### src/rtl/rgmii_to_gmii_pkg.sv
// Shared definitions for the RGMII receive path: frame FSM states,
// preamble/SFD byte values and in-band link status layout.
package rgmii_to_gmii_pkg;

    typedef enum logic [1:0] {
        ST_IDLE     = 2'd0,
        ST_PREAMBLE = 2'd1,
        ST_DATA     = 2'd2,
        ST_DROP     = 2'd3
    } rx_state_t;

    localparam logic [7:0] PREAMBLE_BYTE = 8'h55;
    localparam logic [7:0] SFD_BYTE      = 8'hD5;

    // In-band status nibble layout (sent by the PHY during inter-frame idle)
    localparam int STAT_LINK_BIT   = 0;
    localparam int STAT_SPEED_LSB  = 1;
    localparam int STAT_DUPLEX_BIT = 3;

    localparam logic [1:0] SPEED_10M   = 2'b00;
    localparam logic [1:0] SPEED_100M  = 2'b01;
    localparam logic [1:0] SPEED_1000M = 2'b10;

endpackage

### src/rtl/rgmii_to_gmii_ddio_in_x5.sv
// Five-bit DDR input capture. The rising-edge half and the falling-edge
// half are both re-registered so they leave aligned to the next rising edge.
module ddio_in_x5 (
    input  logic       clk,
    input  logic       rst_n,
    input  logic [4:0] datain,
    output logic [4:0] dataout_h,
    output logic [4:0] dataout_l
);

    genvar gi;
    generate
        for (gi = 0; gi < 5; gi++) begin : g_bit
            logic r_h_cap;
            logic r_l_cap;
            logic r_h_out;
            logic r_l_out;

            // Capture the rising-edge half of the bit
            always_ff @(posedge clk or negedge rst_n) begin
                if (!rst_n) r_h_cap <= 1'b0;
                else        r_h_cap <= datain[gi];
            end

            // Capture the falling-edge half of the bit
            always_ff @(negedge clk or negedge rst_n) begin
                if (!rst_n) r_l_cap <= 1'b0;
                else        r_l_cap <= datain[gi];
            end

            // Re-time both halves onto the following rising edge
            always_ff @(posedge clk or negedge rst_n) begin
                if (!rst_n) begin
                    r_h_out <= 1'b0;
                    r_l_out <= 1'b0;
                end else begin
                    r_h_out <= r_h_cap;
                    r_l_out <= r_l_cap;
                end
            end

            assign dataout_h[gi] = r_h_out;
            assign dataout_l[gi] = r_l_out;
        end
    endgenerate

endmodule

### src/rtl/rgmii_to_gmii.sv
// RGMII receive to GMII: rebuilds the byte stream, strips preamble/SFD,
// frames the payload with sof/eof/err strobes and decodes in-band status.
module rgmii_to_gmii
    import rgmii_to_gmii_pkg::*;
#(
    parameter int MIN_FRAME_LEN = 64,
    parameter int MAX_FRAME_LEN = 1518,
    parameter int PREAMBLE_MAX  = 7
) (
    input  logic        rgmii_rx_clk,
    input  logic        rst_n,
    input  logic        rgmii_rx_ctl,
    input  logic [3:0]  rgmii_rxd,
    output logic        gmii_rx_clk,
    output logic        gmii_rx_dv,
    output logic        gmii_rx_er,
    output logic [7:0]  gmii_rxd,
    output logic [7:0]  rx_data,
    output logic        rx_valid,
    output logic        rx_sof,
    output logic        rx_eof,
    output logic        rx_err,
    output logic [15:0] rx_byte_cnt,
    output logic        link_up,
    output logic [1:0]  link_speed,
    output logic        full_duplex
);

    localparam logic [7:0]  PRE_MAX_C = 8'(PREAMBLE_MAX);
    localparam logic [15:0] MIN_LEN_C = 16'(MIN_FRAME_LEN);
    localparam logic [15:0] MAX_LEN_C = 16'(MAX_FRAME_LEN);

    assign gmii_rx_clk = rgmii_rx_clk;

    // DDR capture
    logic [4:0] w_cap_h;
    logic [4:0] w_cap_l;
    logic [7:0] w_cap_byte;
    logic       w_cap_dv;
    logic       w_cap_er;

    ddio_in_x5 u_ddio (
        .clk       (rgmii_rx_clk),
        .rst_n     (rst_n),
        .datain    ({rgmii_rx_ctl, rgmii_rxd}),
        .dataout_h (w_cap_h),
        .dataout_l (w_cap_l)
    );

    assign w_cap_byte = {w_cap_l[3:0], w_cap_h[3:0]};
    assign w_cap_dv   = w_cap_h[4];
    assign w_cap_er   = w_cap_h[4] ^ w_cap_l[4];

    // Raw GMII stage
    logic       r_gmii_dv;
    logic       r_gmii_er;
    logic [7:0] r_gmii_rxd;

    // Register the rebuilt byte as the raw GMII output
    always_ff @(posedge rgmii_rx_clk or negedge rst_n) begin
        if (!rst_n) begin
            r_gmii_dv  <= 1'b0;
            r_gmii_er  <= 1'b0;
            r_gmii_rxd <= 8'h00;
        end else begin
            r_gmii_dv  <= w_cap_dv;
            r_gmii_er  <= w_cap_er;
            r_gmii_rxd <= w_cap_byte;
        end
    end

    assign gmii_rx_dv = r_gmii_dv;
    assign gmii_rx_er = r_gmii_er;
    assign gmii_rxd   = r_gmii_rxd;

    // In-band status: a nibble is accepted only when repeated on two
    // back-to-back idle cycles, which filters single-cycle glitches.
    logic       w_stat_cycle;
    logic [3:0] w_stat_nib;
    logic [3:0] r_prev_nib;
    logic       r_prev_vld;
    logic       r_link_up;
    logic [1:0] r_link_speed;
    logic       r_full_duplex;

    assign w_stat_cycle = !r_gmii_dv && !r_gmii_er;
    assign w_stat_nib   = r_gmii_rxd[3:0];

    // Track the previous idle nibble and latch status on a repeat
    always_ff @(posedge rgmii_rx_clk or negedge rst_n) begin
        if (!rst_n) begin
            r_prev_nib    <= 4'h0;
            r_prev_vld    <= 1'b0;
            r_link_up     <= 1'b0;
            r_link_speed  <= 2'b00;
            r_full_duplex <= 1'b0;
        end else if (w_stat_cycle) begin
            r_prev_nib <= w_stat_nib;
            r_prev_vld <= 1'b1;
            if (r_prev_vld && (r_prev_nib == w_stat_nib)) begin
                r_link_up     <= w_stat_nib[STAT_LINK_BIT];
                r_link_speed  <= w_stat_nib[STAT_SPEED_LSB +: 2];
                r_full_duplex <= w_stat_nib[STAT_DUPLEX_BIT];
            end
        end else begin
            r_prev_vld <= 1'b0;
        end
    end

    assign link_up     = r_link_up;
    assign link_speed  = r_link_speed;
    assign full_duplex = r_full_duplex;

    // Frame FSM state and per-frame bookkeeping
    rx_state_t   r_state;
    rx_state_t   w_state_next;
    logic [7:0]  r_pre_cnt;
    logic [7:0]  w_pre_cnt_next;
    logic [15:0] r_len;
    logic [15:0] w_len_next;
    logic [15:0] w_len_inc;
    logic        r_err_flag;
    logic        w_err_next;
    logic        r_sof_pend;
    logic        w_sof_pend_next;
    logic        w_out_valid;
    logic        w_out_sof;
    logic        w_out_eof;
    logic        w_out_err;

    assign w_len_inc = (r_len == 16'hFFFF) ? r_len : r_len + 16'd1;

    // State and counter registers
    always_ff @(posedge rgmii_rx_clk or negedge rst_n) begin
        if (!rst_n) begin
            r_state    <= ST_IDLE;
            r_pre_cnt  <= 8'd0;
            r_len      <= 16'd0;
            r_err_flag <= 1'b0;
            r_sof_pend <= 1'b0;
        end else begin
            r_state    <= w_state_next;
            r_pre_cnt  <= w_pre_cnt_next;
            r_len      <= w_len_next;
            r_err_flag <= w_err_next;
            r_sof_pend <= w_sof_pend_next;
        end
    end

    // Next state and payload strobes; the next byte's dv (one stage
    // earlier in the capture path) tells us whether this byte is the last.
    always_comb begin
        w_state_next    = r_state;
        w_pre_cnt_next  = r_pre_cnt;
        w_len_next      = r_len;
        w_err_next      = r_err_flag;
        w_sof_pend_next = r_sof_pend;
        w_out_valid     = 1'b0;
        w_out_sof       = 1'b0;
        w_out_eof       = 1'b0;
        w_out_err       = 1'b0;
        case (r_state)
            ST_IDLE: begin
                if (r_gmii_dv) begin
                    if (r_gmii_rxd == PREAMBLE_BYTE) begin
                        w_state_next   = ST_PREAMBLE;
                        w_pre_cnt_next = 8'd1;
                    end else if (r_gmii_rxd == SFD_BYTE) begin
                        w_state_next    = ST_DATA;
                        w_len_next      = 16'd0;
                        w_err_next      = 1'b0;
                        w_sof_pend_next = 1'b1;
                    end else begin
                        w_state_next = ST_DROP;
                    end
                end
            end
            ST_PREAMBLE: begin
                if (!r_gmii_dv) begin
                    w_state_next = ST_IDLE;
                end else if (r_gmii_rxd == PREAMBLE_BYTE) begin
                    if (r_pre_cnt >= PRE_MAX_C) w_state_next = ST_DROP;
                    else                        w_pre_cnt_next = r_pre_cnt + 8'd1;
                end else if (r_gmii_rxd == SFD_BYTE) begin
                    w_state_next    = ST_DATA;
                    w_len_next      = 16'd0;
                    w_err_next      = 1'b0;
                    w_sof_pend_next = 1'b1;
                end else begin
                    w_state_next = ST_DROP;
                end
            end
            ST_DATA: begin
                if (!r_gmii_dv) begin
                    w_state_next    = ST_IDLE;
                    w_sof_pend_next = 1'b0;
                end else begin
                    w_out_valid     = 1'b1;
                    w_out_sof       = r_sof_pend;
                    w_sof_pend_next = 1'b0;
                    w_len_next      = w_len_inc;
                    w_err_next      = r_err_flag | r_gmii_er | (w_len_inc > MAX_LEN_C);
                    w_out_eof       = !w_cap_dv;
                    w_out_err       = w_out_eof & (w_err_next | (w_len_inc < MIN_LEN_C));
                end
            end
            ST_DROP: begin
                if (!r_gmii_dv) w_state_next = ST_IDLE;
            end
            default: w_state_next = ST_IDLE;
        endcase
    end

    // Payload output register
    logic [7:0]  r_rx_data;
    logic        r_rx_valid;
    logic        r_rx_sof;
    logic        r_rx_eof;
    logic        r_rx_err;
    logic [15:0] r_rx_byte_cnt;

    // Register payload byte, strobes and the length reported at eof
    always_ff @(posedge rgmii_rx_clk or negedge rst_n) begin
        if (!rst_n) begin
            r_rx_data     <= 8'h00;
            r_rx_valid    <= 1'b0;
            r_rx_sof      <= 1'b0;
            r_rx_eof      <= 1'b0;
            r_rx_err      <= 1'b0;
            r_rx_byte_cnt <= 16'd0;
        end else begin
            r_rx_valid <= w_out_valid;
            r_rx_sof   <= w_out_sof;
            r_rx_eof   <= w_out_eof;
            r_rx_err   <= w_out_err;
            if (w_out_valid) r_rx_data <= r_gmii_rxd;
            if (w_out_eof)   r_rx_byte_cnt <= w_len_inc;
        end
    end

    assign rx_data     = r_rx_data;
    assign rx_valid    = r_rx_valid;
    assign rx_sof      = r_rx_sof;
    assign rx_eof      = r_rx_eof;
    assign rx_err      = r_rx_err;
    assign rx_byte_cnt = r_rx_byte_cnt;

endmodule
### config.mk
export PLATFORM = sky130hd
export DESIGN_NAME = rgmii_to_gmii
export DESIGN_NICKNAME = d
export VERILOG_FILES = /design/src/rtl/rgmii_to_gmii_pkg.sv /design/src/rtl/rgmii_to_gmii_ddio_in_x5.sv /design/src/rtl/rgmii_to_gmii.sv
export SDC_FILE = /design/constraint.sdc
export NUM_CORES = 1
export LEC_CHECK = 0
export BUFFER_PORTS_ARGS = -buffer_cell sky130_fd_sc_hd__buf_2
export CAP_MARGIN = 10
export CORE_MARGIN = 4
export CORE_UTILIZATION = 50
export DETAILED_ROUTE_END_ITERATION = 8
export GPL_TIMING_DRIVEN = 0
export MAX_ROUTING_LAYER = met4
export PLACE_DENSITY_LB_ADDON = 0.3
export SKIP_LAST_GASP = 1
export SYNTH_ARGS = -nofsm -noshare
export SYNTH_HDL_FRONTEND = slang
export SYNTH_HIERARCHICAL = 1
export SYNTH_SLANG_ARGS = --single-unit
export TNS_END_PERCENT = 100
### constraint.sdc
create_clock -name rgmii_rx_clk -period 2.6 [get_ports rgmii_rx_clk]
set_clock_uncertainty 0.05 [all_clocks]
set_input_delay 0.26 -clock rgmii_rx_clk [delete_from_list [all_inputs] [get_ports rgmii_rx_clk]]
set_output_delay 0.26 -clock rgmii_rx_clk [all_outputs]
set_load 0.005 [all_outputs]
==> results_dict.tcl, run 1 <==
set metrics [dict create \
    status "complete, no violations" \
    yosysWarnings 6 \
    arrival_ps 2830 \
    final_cell_mix "dfrtp_1, nand2_1, buf_2, o21ai_0, nor2_1" \
    final_hold_viol_count 0 \
    seq_area_frac_synth_pct 58.1 \
    slew_violations 0 \
    dpl_cell_area_sq_mm 0.00450 \
    clk_pin_slew_ps 100 \
    grt-ovfl-total 0 \
    antenna_left 0 \
    routed_wirelength_um 8580 \
    nets 471 \
    synth_area_leaders "dfrtp_1, nand2_1, o21ai_0" \
    grt_max_degree 68 \
    setup_viol 0 \
    track_usage_pct 19.8 \
    route.detailed.drc 0 \
    post-route-min-period_ps 2520 \
    synth_fp_nets 401 \
    drt_first_pass_iters 5 \
    row_count 32 \
    diodes 0 \
    area_growth_syn_to_layout_pct 20.3 \
    critPathMaxStageDelay_ps 440 \
    synthesis.instances 392 \
    core-area_sq_mm 0.00785 \
    synthArstFlopShare_pct 100 \
    synth_top_cell_by_area "dfrtp_1" \
    yosysTopAreaCellShare_pct 55.0 \
    period_share_pct 96.8 \
    crit_path_end_kind "flop" \
    dr.first_iter.drc_count 253 \
    multi_input_area_sq_mm 0.00160 \
    worst_slew_pin_slew_ps 908 \
    power.density_mw_per_mm2 668 \
    max_cap_violations 0 \
    die_x_um 98.5 \
    nFillCells 640 \
    grt_first_pass_wirelength_um 14900 \
    grt_pass1_vias 3071 \
    synth-edff-count 0 \
    p_total_uw 3290 \
    slowest_stage "or3_4" \
    start_kind "flop" \
    antenna_found_initial 0 \
    clock_latency_ps 470 \
    power.leakage_uw 0.00232 \
    fin_setup_tns_ps 0 \
    initial_utilization_pct 52.2 \
    hp-class "in -> async" \
    cts_tree "yes" \
    path_cells "buf_2, nand4_4, or3_4, or3_1, a22oi_2, nand4_1, a31o_1, o31a_1" \
    ys_ff_latch 95 \
    rsz0062_at_grt "yes" \
    vias_per_cell 5.45 \
    synth_area_sq_mm 0.00410 \
    crit_fanout 9 \
    ios 50 \
    max_slew_margin_pct 38.9 \
    regArea_sq_mm 0.00238 \
    dp_hpwl_um 6020 \
    gp_congestion 0.922 \
    crit_type "reg -> reg" \
    vdd_drop_max_uv 403 \
    portBuffers 49 \
    drive_above_1_share_pct 25.3 \
    syn_area_per_cell_sq_um 10.4 \
    via_count 3102 \
    yosys_most_used_dff "dfrtp_1" \
    fmaxAchievable_ghz 0.397 \
    cp_data_required_time_ps 2910 \
    design_area_sq_mm 0.00493 \
    post_drt_wl_per_cell_um 15.1 \
    final_common_cell "dfrtp_1" \
    yosysUniqueCellTypes 55 \
    die_y_um 98.5 \
    die-area_sq_mm 0.00970 \
]
cells in the mapped netlist, types with 2 or more instances:
cell       number
nor2_1         26
dfrtp_1        90
and2_1          4
nand4_2         2
xor2_1          6
a21oi_1        11
and4b_1         2
buf_4          12
or2_2           2
mux2_2          8
nand3b_1        2
a211oi_1        2
nor4_1          5
nand2_1        58
nand4_1         8
o2111ai_1       2
and3_1          4
clkbuf_1       13
and4_1          2
o21a_1          3
xnor2_1         7
nor4_2          2
nor4b_1         2
dfrtn_1         5
a41oi_1         2
nand3_1        13
a31oi_1         9
or3_1           2
o21ai_0        41
o31a_1          2
ha_1            2
o31ai_1         4
buf_2           4
inv_1           9
nor3_1          6
what timing repair did:
item / CTS / global route
setup buffers: 0 / 1
resized for setup: 11 / 11
hold endpoints to repair: 31 / 0
endpoints found under the setup margin: 2 / 16
gates cloned: 0 / 0
hold buffers: 6 / 0
pin swaps: 1 / 3
kinds of logic after synthesis:
| group | synth area share (%) |
|---|---|
| AND/OR/NAND/NOR | 18.2 |
| adder cells (fa/ha/maj) | 0.611 |
| flip-flops | 58.1 |
| buffers and inverters | 4.89 |
| multiplexers | 2.44 |
| XOR/XNOR | 2.78 |
| AO/OA/AOI/OAI | 13.0 |
per-stage QoR:
stage,utilization [%],std cells,setup slack (ps),hold slack (ps)
after global routing,62.8,569,-66.5,234
after global placement,56.9,543,-785,281
after CTS,62.1,569,11.4,189
after detailed placement,57.3,544,-170,161
after floorplan,-,392,246,-85.6
final,62.8,569,82.2,203
flip-flops by register name (all words and copies together), names as in the netlist, 2 cells and up:
signal,cells
r_state,2
r_pre_cnt,8
u_ddio/g_bit.r_h_out,5
rx_byte_cnt,16
gmii_rxd,8
u_ddio/g_bit.r_l_out,5
link_speed,2
u_ddio/g_bit.r_h_cap,5
u_ddio/g_bit.r_l_cap,5
r_prev_nib,4
rx_data,8
r_len,16
path summary, 6_finish.rpt:
kind | startpoint | to | slack (ps) | cells past startpoint
hold / removal | rst_n | rx_byte_cnt[6] | 200 | 2
max in group asynchronous | rst_n | u_ddio/g_bit[0].r_l_cap | 440 | 3
min in group rgmii_rx_clk | u_ddio/g_bit[1].r_h_cap | u_ddio/g_bit[1].r_h_out | 310 | 0
setup reg to reg | r_len[4] | rx_err | 80 | 8
hold reg to reg | u_ddio/g_bit[1].r_h_cap | u_ddio/g_bit[1].r_h_out | 310 | 0
setup / recovery | r_len[4] | rx_err | 80 | 8
per-layer routing:
metal	track usage (%)	vias up	part of all wire [%]
met4	10.1	0	2.5
met5	-	-	0
met3	4.95	17	5.5
li1	-	1511	-
met2	27.7	94	45
met1	27.0	1480	47
power by group:
group | total, uW | internal (uW) | switching [uW] | leakage [uW]
sequential | 1680 | 1600 | 77.5 | 0.00121
combinational | 410 | 183 | 227 | 0.000963
clock | 1210 | 605 | 601 | 0.000144
total | 3290 | 2390 | 906 | 0.00232
critical path: cells and delay by family, from the launching register on:
| family | cells | cell delay [ps] |
|---|---|---|
| flip-flops | 1 | 330 |
| AND/OR/NAND/NOR | 4 | 1070 |
| AO/OA/AOI/OAI | 3 | 760 |
| buffers and inverters | 1 | 200 |
cell type report:
| cell class | count | share of cell area [%] |
|---|---|---|
| inverter | 10 | 0.762 |
| clock inverter | 7 | 2.08 |
| clock buffer | 13 | 3.45 |
| timing repair buffer | 56 | 7.11 |
| buffer | 29 | 3.30 |
| tap | 102 | 2.59 |
| sequential | 95 | 48.3 |
| multi-input combinational | 257 | 32.4 |
(Power assumes the default switching activity.)
==> inputs of run 2 (changes only) <==
- CORE_UTILIZATION: 50 -> 57
==> run 2 against run 1 <==
Setup slack gained 1.4 ps. Via count grew 3.3%. Cell area is 0.86% higher. Combinational power up 2%. Critical path depth unchanged. Utilization rose by 9.6 points.
==> results_dict.tcl, run 2 (same netlist as run 1, synthesis figures left out) <==
set metrics [dict create \
    portBuffers 49 \
    antenna_found_initial 0 \
    cp_data_required_time_ps 2920 \
    vias_per_cell 5.66 \
    die-area_sq_mm 0.00860 \
    status "complete, no violations" \
    route.detailed.drc 0 \
    via_count 3205 \
    ios 50 \
    clk_pin_slew_ps 110 \
    crit_type "reg -> reg" \
    final_cell_mix "dfrtp_1, nand2_1, buf_2, o21ai_0, nor2_1" \
    start_kind "flop" \
    cts_tree "yes" \
    setup_slack_ps 83.5 \
    fmaxAchievable_ghz 0.397 \
    track_usage_pct 22.6 \
    crit_fanout 10 \
    antenna_left 0 \
    arrival_ps 2840 \
    power.leakage_uw 0.00235 \
    gp_congestion 0.908 \
    die_y_um 92.8 \
    grt_use_met3_pct 4.55 \
    post_drt_wl_per_cell_um 15.9 \
    use_met2_pct 33.4 \
    routed_wirelength_um 8990 \
    nets 474 \
    max_slew_margin_pct 36.1 \
    crit_path_end_kind "flop" \
    row_count 30 \
    final_common_cell "dfrtp_1" \
    worst_slew_pin_slew_ps 950 \
    clock_latency_ps 480 \
    vdd_drop_max_uv 541 \
    drt_first_pass_iters 5 \
    setup_viol 0 \
    design_area_sq_mm 0.00497 \
    dr.first_iter.drc_count 203 \
    drive_above_1_share_pct 26.6 \
    grt-ovfl-total 0 \
    grt_pass1_vias 3008 \
    top_usage_layer "met2" \
    post-route-min-period_ps 2520 \
    core-area_sq_mm 0.00687 \
    final_hold_viol_count 0 \
    hp-class "in -> async" \
    diodes 0 \
    slew_violations 0 \
    grt_first_pass_wirelength_um 14700 \
    max_cap_violations 0 \
    grt_max_degree 55 \
    dp_hpwl_um 6040 \
    period_share_pct 96.8 \
    power.density_mw_per_mm2 653 \
    dpl_cell_area_sq_mm 0.00449 \
    area_growth_syn_to_layout_pct 21.4 \
    fin_setup_tns_ps 0 \
    die_x_um 92.8 \
    dp_slack_ps -168 \
    grt_use_met1_pct 30.9 \
    initial_utilization_pct 59.6 \
]
-- run 2: cell count changes in the layout (fill, tap and decap cells not counted), moves of 2 or more --
cell / before / now
clkinv_8: 2 / 5
dfrtp_1: 88 / 86
buf_4: 13 / 18
dfrtp_2: 2 / 4
inv_8: 2 / 0
-- run 2: worst paths after layout --
kind / slack [ps] / cells past startpoint / to / from
worst max-delay path: 80 / 8 / rx_err / r_len[0]
max in group asynchronous: 650 / 2 / u_ddio/g_bit[4].r_l_cap / rst_n
worst min register to register: 310 / 0 / u_ddio/g_bit[1].r_h_out / u_ddio/g_bit[1].r_h_cap
min in group rgmii_rx_clk: 310 / 0 / u_ddio/g_bit[1].r_h_out / u_ddio/g_bit[1].r_h_cap
worst max register to register: 80 / 8 / rx_err / r_len[0]
worst min-delay path: 240 / 2 / rx_byte_cnt[10] / rst_n
-- run 2: what timing repair did --
action	4_1_cts	5_1_grt
hold buffers	6	0
hold endpoints to repair	41	0
setup endpoints to repair	2	16
resized for setup	9	21
pin swaps	0	4
setup buffers	0	5
-- run 2: final cells by class --
cell class | instances | area (sq um)
sequential | 95 | 2380
fill | 490 | 1900
clock inverter | 7 | 98.8
clock buffer | 13 | 170
multi-input combinational | 257 | 1630
timing repair buffer | 60 | 368
buffer | 28 | 161
tap | 96 | 120
inverter | 10 | 37.5
-- run 2: through the flow --
step	hold slack (ps)	cells	total power, uW	utilization, %
6_report	244	566	3240	72.3
2_1_floorplan	-85.6	392	1950	-
3_3_place_gp	282	537	2120	64.9
3_5_place_dp	228	538	2140	65.4
4_1_cts	260	563	3260	70.6
5_1_grt	291	566	3420	72.3
-- run 2: layer usage --
| layer | vias to the layer above | wire length, um |
|---|---|---|
| li1 | 1517 | - |
| met1 | 1548 | 4060 |
| met2 | 125 | 4190 |
| met3 | 15 | 584 |
| met4 | 0 | 153 |
| met5 | - | 0 |
-- run 2: worst max-delay path, cell delays in order, from the launching register on --
cell     delay (ps)
dfrtp_1         460
ha_2            290
nand3_4         160
nor4_4          350
o21a_1          180
o21ai_0         110
or2_2           300
a31o_1          220
o31a_1          290
-- run 2: report_power, final --
part	switching, uW	leakage [uW]	internal, uW	total, uW
Combinational	236	0.00101	181	417
Sequential	78.8	0.00120	1600	1680
Clock	629	0.000139	520	1150
==> inputs of run 3 (changes only) <==
- SYNTH_HIERARCHICAL: 1 -> not set
==> run 3 against run 2 <==
Sequential power barely moved. Critical path depth stayed put. Via count fell by 5.5%. Register-to-register slack worse by 60 ps. Setup slack lost 55 ps. Highest routed layer unchanged. First-iteration DRC count down 38%. Routed wire length down 2.3%. Critical endpoint unchanged. Largest power group unchanged.
==> results_dict.tcl, run 3 <==
set metrics [dict create \
    netlist_top_cells_count "dfrtp_1, nand2_1, o21ai_0" \
    vias_per_cell 5.53 \
    synth.most_common_cell "dfrtp_1" \
    clock_latency_ps 480 \
    nFillCells 491 \
    utilization_pct 71.2 \
    initial_utilization_pct 58.4 \
    row_count 30 \
    die_x_um 91.4 \
    route.detailed.drc 0 \
    power.switching_uw 944 \
    worst-r2r-cell-count 8 \
    yosysWarnings 0 \
    power.density_mw_per_mm2 675 \
    hp-class "in -> async" \
    crit_type "reg -> reg" \
    drive_above_1_share_pct 27.0 \
    seq_area_frac_synth_pct 59.9 \
    setup_slack_ps 28.4 \
    die_y_um 91.4 \
    r2r_slack_ps 30 \
    gp_congestion 0.935 \
    cts_tree "yes" \
    arrival_ps 2890 \
    grt_max_degree 64 \
    yosysTopAreaCellShare_pct 56.7 \
    place_inst 514 \
    final_cell_mix "dfrtp_1, nand2_1, buf_2, o21ai_0, nor2_1" \
    clk_pin_slew_ps 120 \
    share_seq_of_total_power_pct 51.1 \
    power_frac_clock_pct 35.5 \
    setup_viol 0 \
    fin_setup_tns_ps 0 \
    final_hold_viol_count 0 \
    ys_ff_latch 95 \
    period_share_pct 98.9 \
    dp_hpwl_um 5890 \
    status "complete, no violations" \
    worst_hold_slack_ps 210 \
    max_slew_margin_pct 33.8 \
    yosysUniqueCellTypes 55 \
    max_cap_violations 0 \
    drt_first_pass_iters 5 \
    dr.first_iter.drc_count 126 \
    post-route-min-period_ps 2570 \
    crit_fanout 8 \
    worst_slew_pin_slew_ps 984 \
    post_drt_wl_per_cell_um 16.0 \
    synth-edff-count 0 \
    start_kind "flop" \
    grt_first_pass_wirelength_um 14400 \
    antenna_found_initial 0 \
    synth_area_sq_mm 0.00397 \
    combinationalPowerShare_pct 13.3 \
    track_usage_pct 22.9 \
    rsz0062_at_grt "yes" \
    diodes 0 \
    yosys_most_used_dff "dfrtp_1" \
    p_int_uw 2320 \
    slew_violations 0 \
    portBuffers 49 \
    syn_area_per_cell_sq_um 10.8 \
    routed_wirelength_um 8780 \
    power.leakage_uw 0.00231 \
    crit_path_end_kind "flop" \
    core-area_sq_mm 0.00679 \
    grt_pass1_vias 2982 \
    synth_fp_nets 377 \
    synthesis.instances 368 \
    grt-ovfl-total 0 \
    synthArstFlopShare_pct 100 \
    synth_top_cell_by_area "dfrtp_1" \
    switching_share_pct 28.9 \
    nets 456 \
    fmaxAchievable_ghz 0.389 \
    dp_slack_ps -204 \
    via_count 3030 \
    cp_data_required_time_ps 2920 \
    instances_no_fill 548 \
    synth_area_leaders "dfrtp_1, nand2_1, o21ai_0" \
    antenna_left 0 \
    ios 50 \
    final_common_cell "dfrtp_1" \
    vdd_drop_max_uv 586 \
    area_growth_syn_to_layout_pct 21.8 \
    die-area_sq_mm 0.00836 \
]
[run 3: changes by cell type after synthesis, moves of 3 or more]
cell / before / now
nor3_1: 6 / 0
clkbuf_1: 13 / 8
buf_4: 12 / 7
a21oi_1: 11 / 19
buf_6: 0 / 4
a31oi_1: 9 / 5
nor2_1: 26 / 21
o21ai_0: 41 / 35
nand4_1: 8 / 5
[run 3: power groups by stage]
| stage | clock network (uW) | logic [uW] | registers (uW) |
|---|---|---|---|
| floorplan | 24.9 | 230 | 1690 |
| global placement | 37.4 | 388 | 1690 |
| detailed placement | 37.4 | 405 | 1700 |
| CTS | 1190 | 415 | 1670 |
| global route | 1260 | 491 | 1680 |
| finish | 1160 | 435 | 1670 |
[run 3: what timing repair did]
item                       in CTS  in global routing
setup endpoints to repair       2                  4
hold endpoints to repair       37                  0
hold buffers                    6                  0
resized for setup               5                 14
buffers inserted                3                  6
pin swaps                       5                  7
[run 3: worst max-delay path, stage by stage (launching register included)]
cell	delay [ps]
dfrtp_1	350
buf_4	150
nand4_1	190
or4_4	620
a21boi_0	260
or2_1	190
or3b_1	380
a21oi_2	200
a21oi_2	80
[run 3: per-stage QoR]
stage               instance area [sq um]  total power [uW]
global placement                     4330              2110
finish                               4830              3270
floorplan                            3970              1950
detailed placement                   4360              2140
CTS                                  4740              3270
global route                         4830              3440
[run 3: path summary, 6_finish.rpt]
path	startpoint	end
worst max-delay path	r_len[7]	rx_err
worst min-delay path	rst_n	rx_data[1]
worst max register to register	r_len[7]	rx_err
worst min register to register	u_ddio.g_bit[4].r_h_cap	u_ddio.g_bit[4].r_h_out
max in group asynchronous	rst_n	u_ddio.g_bit[4].r_l_cap
min in group rgmii_rx_clk	u_ddio.g_bit[4].r_h_cap	u_ddio.g_bit[4].r_h_out
[run 3: logic make-up after synthesis]
logic type / synth area share, %
buffers and inverters: 4.22
AO/OA/AOI/OAI: 12.6
flip-flops: 59.9
AND/OR/NAND/NOR: 17.4
multiplexers: 2.55
XOR/XNOR: 2.65
adder cells (fa/ha/maj): 0.630
[run 3: final cells by class]
class | count | area, sq um | share of cell area [%]
multi-input cells | 244 | 1500 | 31.0
well taps | 96 | 120 | 2.48
plain buffers | 22 | 146 | 3.03
clock buffers | 13 | 170 | 3.52
clock inverters | 7 | 93.8 | 1.94
inverters | 7 | 26.3 | 0.543
flip-flops and latches | 95 | 2380 | 49.2
repair buffers | 64 | 398 | 8.23
[run 3: per-layer routing]
| metal | vias up | GRT usage [%] | wire length, um |
|---|---|---|---|
| met3 | 20 | 4.56 | 304 |
| met4 | 0 | 12.1 | 211 |
| met1 | 1487 | 27.8 | 3780 |
| met5 | - | - | 0 |
| li1 | 1451 | - | - |
| met2 | 72 | 36.4 | 4490 |
